### config.mk
export PLATFORM = sky130hd
export DESIGN_NAME = seq101_frame_tx_flat
export DESIGN_NICKNAME = d
export VERILOG_FILES = /design/src/rtl/seq101_pkg.sv /design/src/rtl/seq101_frame_tx_if.sv /design/src/rtl/seq101_frame_tx_piso_shreg.sv /design/src/rtl/seq101_frame_tx.sv /design/src/flat_wrapper.sv
export SDC_FILE = /design/constraint.sdc
export NUM_CORES = 1
export LEC_CHECK = 0
export CORE_MARGIN = 1
export CORE_UTILIZATION = 30
export CTS_CLUSTER_SIZE = 10
export DETAILED_ROUTE_END_ITERATION = 7
export RECOVER_POWER = 100
export SLEW_MARGIN = 20
export SYNTH_ARGS = -nofsm -noshare
export SYNTH_HDL_FRONTEND = slang
export SYNTH_SLANG_ARGS = --single-unit
### constraint.sdc
create_clock -name clk -period 2.7 [get_ports clk]
set_input_delay 0.54 -clock clk [delete_from_list [all_inputs] [get_ports clk]]
set_output_delay 0.54 -clock clk [all_outputs]
set_load 0.01 [all_outputs]
### src/rtl/seq101_pkg.sv
`default_nettype none
// -----------------------------------------------------------------------------
// seq101_pkg: state encoding and preamble constants for the 101-preamble link.
// Rev 1.0
// -----------------------------------------------------------------------------
package seq101_pkg;

  typedef enum logic [2:0] {
    IDLE  = 3'd0,
    PRE_A = 3'd1,
    PRE_B = 3'd2,
    PRE_C = 3'd3,
    DATA  = 3'd4,
    PAR   = 3'd5
  } state_t;

  localparam logic [2:0] PREAMBLE     = 3'b101;
  localparam int         PREAMBLE_LEN = 3;

endpackage
`default_nettype wire

### src/rtl/seq101_frame_tx_if.sv
`default_nettype none
// -----------------------------------------------------------------------------
// seq101_frame_tx_if: word handshake plus serial frame outputs of the transmitter.
// Rev 1.0
// -----------------------------------------------------------------------------
interface seq101_frame_tx_if #(
  parameter int DATA_W = 8
);
  logic              in_valid;
  logic [DATA_W-1:0] in_data;
  logic              in_ready;
  logic              out;
  logic              out_active;
  logic              done;

  modport master (
    output in_valid, in_data,
    input  in_ready, out, out_active, done
  );

  modport slave (
    input  in_valid, in_data,
    output in_ready, out, out_active, done
  );
endinterface
`default_nettype wire

### src/rtl/seq101_frame_tx_piso_shreg.sv
`default_nettype none
// -----------------------------------------------------------------------------
// seq101_frame_tx_piso_shreg: parallel-in/serial-out register, MSB first.
// Rev 1.0
// -----------------------------------------------------------------------------
module seq101_frame_tx_piso_shreg #(
  parameter int DATA_W = 8
) (
  input  logic              clk,
  input  logic              areset,
  input  logic              load,
  input  logic              shift,
  input  logic [DATA_W-1:0] din,
  output logic              msb
);

  logic [DATA_W-1:0] sreg;

  always_ff @(posedge clk or posedge areset) begin
    if (areset) begin
      sreg <= '0;
    end else if (load) begin
      sreg <= din;
    end else if (shift) begin
      sreg <= sreg << 1;
    end
  end

  assign msb = sreg[DATA_W-1];

endmodule
`default_nettype wire

### src/rtl/seq101_frame_tx.sv
`default_nettype none
// -----------------------------------------------------------------------------
// seq101_frame_tx: sends 1,0,1 preamble then a word MSB first; SEQ101_TX_PARITY_EN
// appends an even-parity bit. Rev 1.0
// -----------------------------------------------------------------------------
module seq101_frame_tx
  import seq101_pkg::*;
#(
  parameter int DATA_W = 8
) (
  input  logic             clk,
  input  logic             areset,
  seq101_frame_tx_if.slave bus
);

  localparam int               CNT_W    = $clog2(DATA_W) + 1;
  localparam logic [CNT_W-1:0] CNT_LOAD = CNT_W'(DATA_W - 1);

  state_t           state;
  state_t           state_n;
  logic [CNT_W-1:0] cnt;
  logic             handshake;
  logic             last_bit;
  logic             sreg_msb;
  logic             out_n;
  logic             tx_bit;
  logic             active;
  logic             ready;
  logic             done_pulse;
  logic             parity_bit;

  assign handshake = bus.in_valid && ready;
  assign last_bit  = (cnt == '0);

  seq101_frame_tx_piso_shreg #(
    .DATA_W (DATA_W)
  ) u_piso (
    .clk    (clk),
    .areset (areset),
    .load   (handshake),
    .shift  (state_n == DATA),
    .din    (bus.in_data),
    .msb    (sreg_msb)
  );

`ifdef SEQ101_TX_PARITY_EN
  logic parity_q;

  always_ff @(posedge clk or posedge areset) begin
    if (areset) begin
      parity_q <= 1'b0;
    end else if (handshake) begin
      parity_q <= ^bus.in_data;
    end
  end

  assign parity_bit = parity_q;
`else
  assign parity_bit = 1'b0;
`endif

  always_comb begin
    state_n = state;
    case (state)
      IDLE:  if (handshake) state_n = PRE_A;
      PRE_A: state_n = PRE_B;
      PRE_B: state_n = PRE_C;
      PRE_C: state_n = DATA;
      DATA: begin
        if (last_bit) begin
`ifdef SEQ101_TX_PARITY_EN
          state_n = PAR;
`else
          state_n = IDLE;
`endif
        end
      end
      default: state_n = IDLE;
    endcase
  end

  // Outputs are registered, so they are decoded from the state being entered.
  always_comb begin
    out_n = 1'b0;
    case (state_n)
      PRE_A:   out_n = PREAMBLE[2];
      PRE_B:   out_n = PREAMBLE[1];
      PRE_C:   out_n = PREAMBLE[0];
      DATA:    out_n = sreg_msb;
      PAR:     out_n = parity_bit;
      default: out_n = 1'b0;
    endcase
  end

  always_ff @(posedge clk or posedge areset) begin
    if (areset) begin
      state      <= IDLE;
      cnt        <= '0;
      tx_bit     <= 1'b0;
      active     <= 1'b0;
      ready      <= 1'b0;
      done_pulse <= 1'b0;
    end else begin
      state      <= state_n;
      tx_bit     <= out_n;
      active     <= (state_n != IDLE);
      ready      <= (state_n == IDLE);
      done_pulse <= (state_n == IDLE) && (state != IDLE);
      if (handshake) begin
        cnt <= CNT_LOAD;
      end else if ((state == DATA) && !last_bit) begin
        cnt <= cnt - CNT_W'(1);
      end
    end
  end

  assign bus.out        = tx_bit;
  assign bus.out_active = active;
  assign bus.in_ready   = ready;
  assign bus.done       = done_pulse;

endmodule
`default_nettype wire
### src/flat_wrapper.sv
// flat-port wrapper written by rule: the top's interface ports become plain ports
module seq101_frame_tx_flat import seq101_pkg::*;
#(
  parameter int DATA_W = 8
)
  (clk, areset, bus_in_valid, bus_in_data, bus_in_ready, bus_out, bus_out_active, bus_done);
  seq101_frame_tx_if #(.DATA_W(DATA_W)) bus_i ();
  input  logic clk;
  input  logic areset;
  input wire logic [$bits(bus_i.in_valid)-1:0] bus_in_valid;
  input wire logic [$bits(bus_i.in_data)-1:0] bus_in_data;
  output wire logic [$bits(bus_i.in_ready)-1:0] bus_in_ready;
  output wire logic [$bits(bus_i.out)-1:0] bus_out;
  output wire logic [$bits(bus_i.out_active)-1:0] bus_out_active;
  output wire logic [$bits(bus_i.done)-1:0] bus_done;
  assign bus_i.in_valid = bus_in_valid;
  assign bus_i.in_data = bus_in_data;
  assign bus_in_ready = bus_i.in_ready;
  assign bus_out = bus_i.out;
  assign bus_out_active = bus_i.out_active;
  assign bus_done = bus_i.done;
  seq101_frame_tx #(.DATA_W(DATA_W)) u_core (.clk(clk), .areset(areset), .bus(bus_i));
endmodule
Word-level counts from Yosys, hierarchy flattened
Cells that the tools add are included.
{"block": "totals", "inputBits": 11, "word_cells": 35, "ff_bits": 19, "out_inout_bits": 4}
{"block": "op_classes", "mux": 8, "addsub": 1, "eq_ne": 7, "reduce_logical": 12}
{"operator": "8-bit two-way mux", "count": 2}
{"operator": "3-bit case mux with 5 select lines", "count": 1}
{"operator": "3-bit by 2-bit equality test with 1-bit output (second input constant)", "count": 3}
{"operator": "4-bit two-way mux", "count": 2}
{"operator": "3-bit by 1-bit equality test with 1-bit output (second input constant)", "count": 2}
{"operator": "3-bit equality test (second input constant)", "count": 2}
{"operator": "3-bit logical NOT", "count": 2}
{"operator": "3-bit two-way mux", "count": 2}
{"operator": "3-bit nonzero test", "count": 2}
{"operator": "4-bit logical NOT", "count": 1}
{"operator": "2-bit nonzero test", "count": 2}
{"operator": "4-bit by 1-bit subtractor with 4-bit output (second input constant)", "count": 1}
{"operator": "1-bit logical AND", "count": 3}
{"operator": "1-bit case mux with 2 select lines", "count": 1}
{"operator": "2-bit OR reduction", "count": 1}
{"operator": "1-bit logical NOT", "count": 1}

Logic depth before layout (Yosys ltp)
{"block": "depth", "ltp_word": 6, "depth_mapped": 6, "depth_no_buf": 5}

Modules after synthesis
A second synthesis with hierarchy kept.
{"block": "hier_totals", "hier_cells": 87, "hier_area_um2": 909.6}
{"mod": "seq101_frame_tx", "cells_each": 52, "area_per_inst_um2": 536.8, "instances": 1}
{"mod": "seq101_frame_tx_piso_shreg", "cells_each": 35, "area_per_inst_um2": 372.9, "instances": 1}

Worst setup path before layout
No wires, ideal clock.
{"block": "synth_timing", "path_type": "register to register", "from": "reg u_core.cnt[0]", "to": "reg u_core.tx_bit (netlist: u_core.bus.out)", "path_stages_with_launch": 7, "arrival_ns": 1.459, "setup_ns": 0.132, "setup_slack_ns": 1.109, "path_buffers": 1, "path_cell_list": "dfrtp_1 -> inv_1 -> ha_1 -> or3b_2 -> clkbuf_1 -> a21oi_1 -> o32ai_1"}
{"block": "synth_via", "elab_chain_len": 6}
{"item": "start, declared", "line": "seq101_frame_tx.sv:21", "rtl": "logic [CNT_W-1:0] cnt;"}
{"item": "start signal, assigned", "line": "seq101_frame_tx.sv:112", "rtl": "cnt <= cnt - CNT_W'(1);"}
{"item": "4-bit logical NOT *", "line": "seq101_frame_tx.sv:33", "rtl": "assign last_bit = (cnt == '0);"}
{"item": "3-bit two-way mux *", "line": "seq101_frame_tx.sv:70", "rtl": "if (last_bit) begin"}
{"item": "3-bit case mux with 5 select lines *", "line": "seq101_frame_tx.sv:64", "rtl": "case (state)"}
{"item": "3-bit by 1-bit equality test with 1-bit output or 3-bit by 2-bit equality test with 1-bit output (tied branches)", "line": "seq101_frame_tx.sv:85", "rtl": "case (state_n)"}
{"item": "2-bit OR reduction (no source line)"}
{"item": "1-bit case mux with 2 select lines *", "line": "seq101_frame_tx.sv:85"}
{"item": "via u_core.out_n", "line": "seq101_frame_tx.sv:25", "rtl": "logic out_n;"}
{"item": "end signal, assigned", "line": "seq101_frame_tx.sv:105", "rtl": "tx_bit <= out_n;"}
{"item": "end, declared", "line": "seq101_frame_tx.sv:26", "rtl": "logic tx_bit;"}
Mark *: on every way through the listed nets, which the timed path passes. The rest lies on a longest branch.
A chain may end at the register's enable or synchronous reset.

Worst setup path in the final report
{"block": "layout_timing", "from": "reg u_core.ready (netlist: u_core.bus.in_ready)", "to": "out bus_in_ready"}
{"item": "start, declared", "line": "seq101_frame_tx.sv:28", "rtl": "logic ready;"}
{"item": "start signal, assigned", "line": "seq101_frame_tx.sv:107", "rtl": "ready <= (state_n == IDLE);"}
{"item": "end, declared", "line": "flat_wrapper.sv:12", "rtl": "output wire logic [$bits(bus_i.in_ready)-1:0] bus_in_ready;"}
No word-level cell between the ends.

==> results_dict.tcl <==
set metrics [dict create \
    start_kind "register" \
    cp_slowest_cell "dlygate4sd3_1" \
    worstPathRequired_ps 2160 \
    port_buffers 14 \
    diodes 0 \
    min_period_over_period_pct 72.9 \
    maxSlewViolCount 0 \
    grt_max_degree 26 \
    syn_inst 106 \
    post-cts-setup-buffers 0 \
    rsz0062_at_grt "no" \
    yosysUniqueCellTypes 30 \
    crit_family "buffers and inverters" \
    top_level_ports 15 \
    core_area_um2 3100 \
    worstPathCellList "dlygate4sd3_1" \
    p_leak_nw 0.496 \
    die_h_um 59.7 \
    first_pass_iters 4 \
    grt.overflow.total 0 \
    drc 0 \
    slowest_delay_ps 640 \
    cts_resized 0 \
    synth_nets 118 \
    max_freq_ghz 0.508 \
    cts-root-buf "clkbuf_4" \
    yosysSeqAreaShare_pct 47.6 \
    finalSetupTns_ps 0 \
    first_global_vias 765 \
    grt_use_total_pct 14.4 \
    wl_per_cell_um 13.4 \
    cts_sinks 19 \
    drive_above_1_share_pct 5.17 \
    path_clk_slew_ps 110 \
    vias_per_cell 5.28 \
    cts_tree "done" \
    maxCapViolations 0 \
    async_reset_ff_share_pct 100 \
    cts.path.max_buffers 2 \
    vias 845 \
    worst_pin_slew_ps 721 \
    synth-seq-cells 19 \
    insertion_delay_ps 290 \
    hold_viol 0 \
    critPathKind "register to primary output" \
    dieArea_um2 3560 \
    wl_mm 2.15 \
    cp_max_fo 10 \
    finalSetupViolCount 0 \
    critPathBufInv 1 \
    num_rows 20 \
    hp-class "register to register" \
    max-slew-margin-rel_pct 51.8 \
    h-tree-depth 1 \
    arrival_ps 1430 \
    synth_edf_count 0 \
    endpoint_kind "primary output" \
    start_util_pct 32.2 \
    fin_crit_ps 1970 \
    gp_congestion 0.817 \
    hold_buffers 0 \
    syn-cell-area_um2 998 \
    areaGrowthSynthToFinish_pct 18.5 \
    drt-initial-drc-count 31 \
    finalClockSkew_ps 1.56 \
    numCtsBuffers 3 \
    instances_no_fill 160 \
    status "finished, final reports clean" \
    antenna_found_initial 0 \
    place_inst 156 \
    ir_worst_vdd_v 0.000231 \
    grt_pass1_wl_mm 3.75 \
    postSynthAreaPerCell_um2 9.42 \
    powerDensity_nw_per_um2 905 \
    antenna_left 0 \
    ys.flop_type "dfrtp_1" \
    synth_warnings 0 \
    dp_hpwl_mm 1.57 \
    fp.dieW_um 59.7 \
    fin_nets 129 \
]
per-layer routing:
metal / global-route usage, % / vias to the layer above / wire (µm)
met5: 0 / - / 0
met4: 5.98 / 0 / 21
met3: 3.25 / 2 / 81
met2: 22.5 / 19 / 1070
met1: 19.1 / 401 / 974
li1: - / 423 / -
Yosys cell counts, types with 2 or more instances:
library cell | n | area share (%)
a21oi_1 | 2 | 1.0
a31oi_1 | 7 | 4.4
and2_1 | 2 | 1.3
and3_1 | 7 | 4.4
clkbuf_1 | 8 | 3.0
dfrtp_1 | 19 | 48
inv_1 | 5 | 1.9
nand2_1 | 4 | 1.5
nand3_1 | 10 | 5.0
nand4_1 | 7 | 4.4
nor2_1 | 2 | 0.75
nor3_1 | 2 | 1.0
nor3b_1 | 2 | 1.5
o2111ai_1 | 7 | 6.1
o21ai_0 | 7 | 3.5
kinds of logic (layout without fill, tap and decap cells):
family	Yosys count	count (layout)	share of synthesized area [%]
AND/OR/NAND/NOR	44	44	26.3
AO/OA/AOI/OAI	26	26	17.4
flip-flops	19	19	47.6
buffers and inverters	15	25	6.52
adder cells (fa/ha/maj)	1	1	1.25
XOR/XNOR	1	1	0.877
path summary, 6_finish.rpt:
kind                       slack, ps               endpoint  cells past startpoint                   from
setup / recovery                 730           bus_in_ready                      1    u_core.bus.in_ready
hold / removal                   560  u_core.u_piso.sreg[6]                      2  u_core.u_piso.sreg[5]
setup reg to reg                 830          u_core.cnt[3]                      3        u_core.state[2]
hold reg to reg                  560  u_core.u_piso.sreg[6]                      2  u_core.u_piso.sreg[5]
max in group asynchronous       1480          u_core.cnt[3]                      2                 areset
min in group asynchronous        780  u_core.bus.out_active                      2                 areset
where the power goes:
group	total, mW	internal (mW)	switching (mW)	leakage, nW
Combinational	0.405	0.194	0.211	0.248
Clock	0.142	0.0551	0.0872	0.0177
Sequential	0.524	0.406	0.118	0.230
through the flow:
step / area, µm² / hold slack, ps / total power, mW / setup slack (ps) / util [%]
floorplan: 998 / 484 / 0.818 / 1110 / -
global placement: 1160 / 515 / 0.943 / 594 / 37.5
detailed placement: 1160 / 540 / 0.953 / 546 / 37.5
CTS: 1190 / 563 / 1.10 / 760 / 38.3
global route: 1180 / 582 / 1.17 / 635 / 38.1
finish: 1180 / 559 / 1.07 / 731 / 38.1
state kept, by name, summed over array words and instances, names as in the netlist:
signal,count
u_core.bus.in_ready,1
u_core.cnt,4
u_core.bus.done,1
u_core.bus.out_active,1
u_core.u_piso.sreg,8
u_core.state,3
u_core.bus.out,1
cell type report:
class                           count  area (µm²)
Fill cell                         339        1920
Sequential cell                    19         475
Multi-Input combinational cell     72         455
Timing Repair Buffer               16         151
Tap cell                           44        55.1
Clock buffer                        3        22.5
Inverter                            5        18.8
Clock inverter                      1        5.00
placed cells by master, fill, tap and decap left out, types with 2 or more instances in the layout:
cell,instances
and2_0,2
a31oi_1,7
nand3_1,10
dfrtp_1,19
inv_1,5
nand2_1,4
and3_1,7
nor2_1,2
clkdlybuf4s50_1,8
a21oi_1,2
nand4_1,7
o2111ai_1,7
o21ai_0,7
clkbuf_4,3
nor3b_1,2
dlygate4sd3_1,6
nor3_1,2
Note: power is estimated with default switching activity, not from simulation.
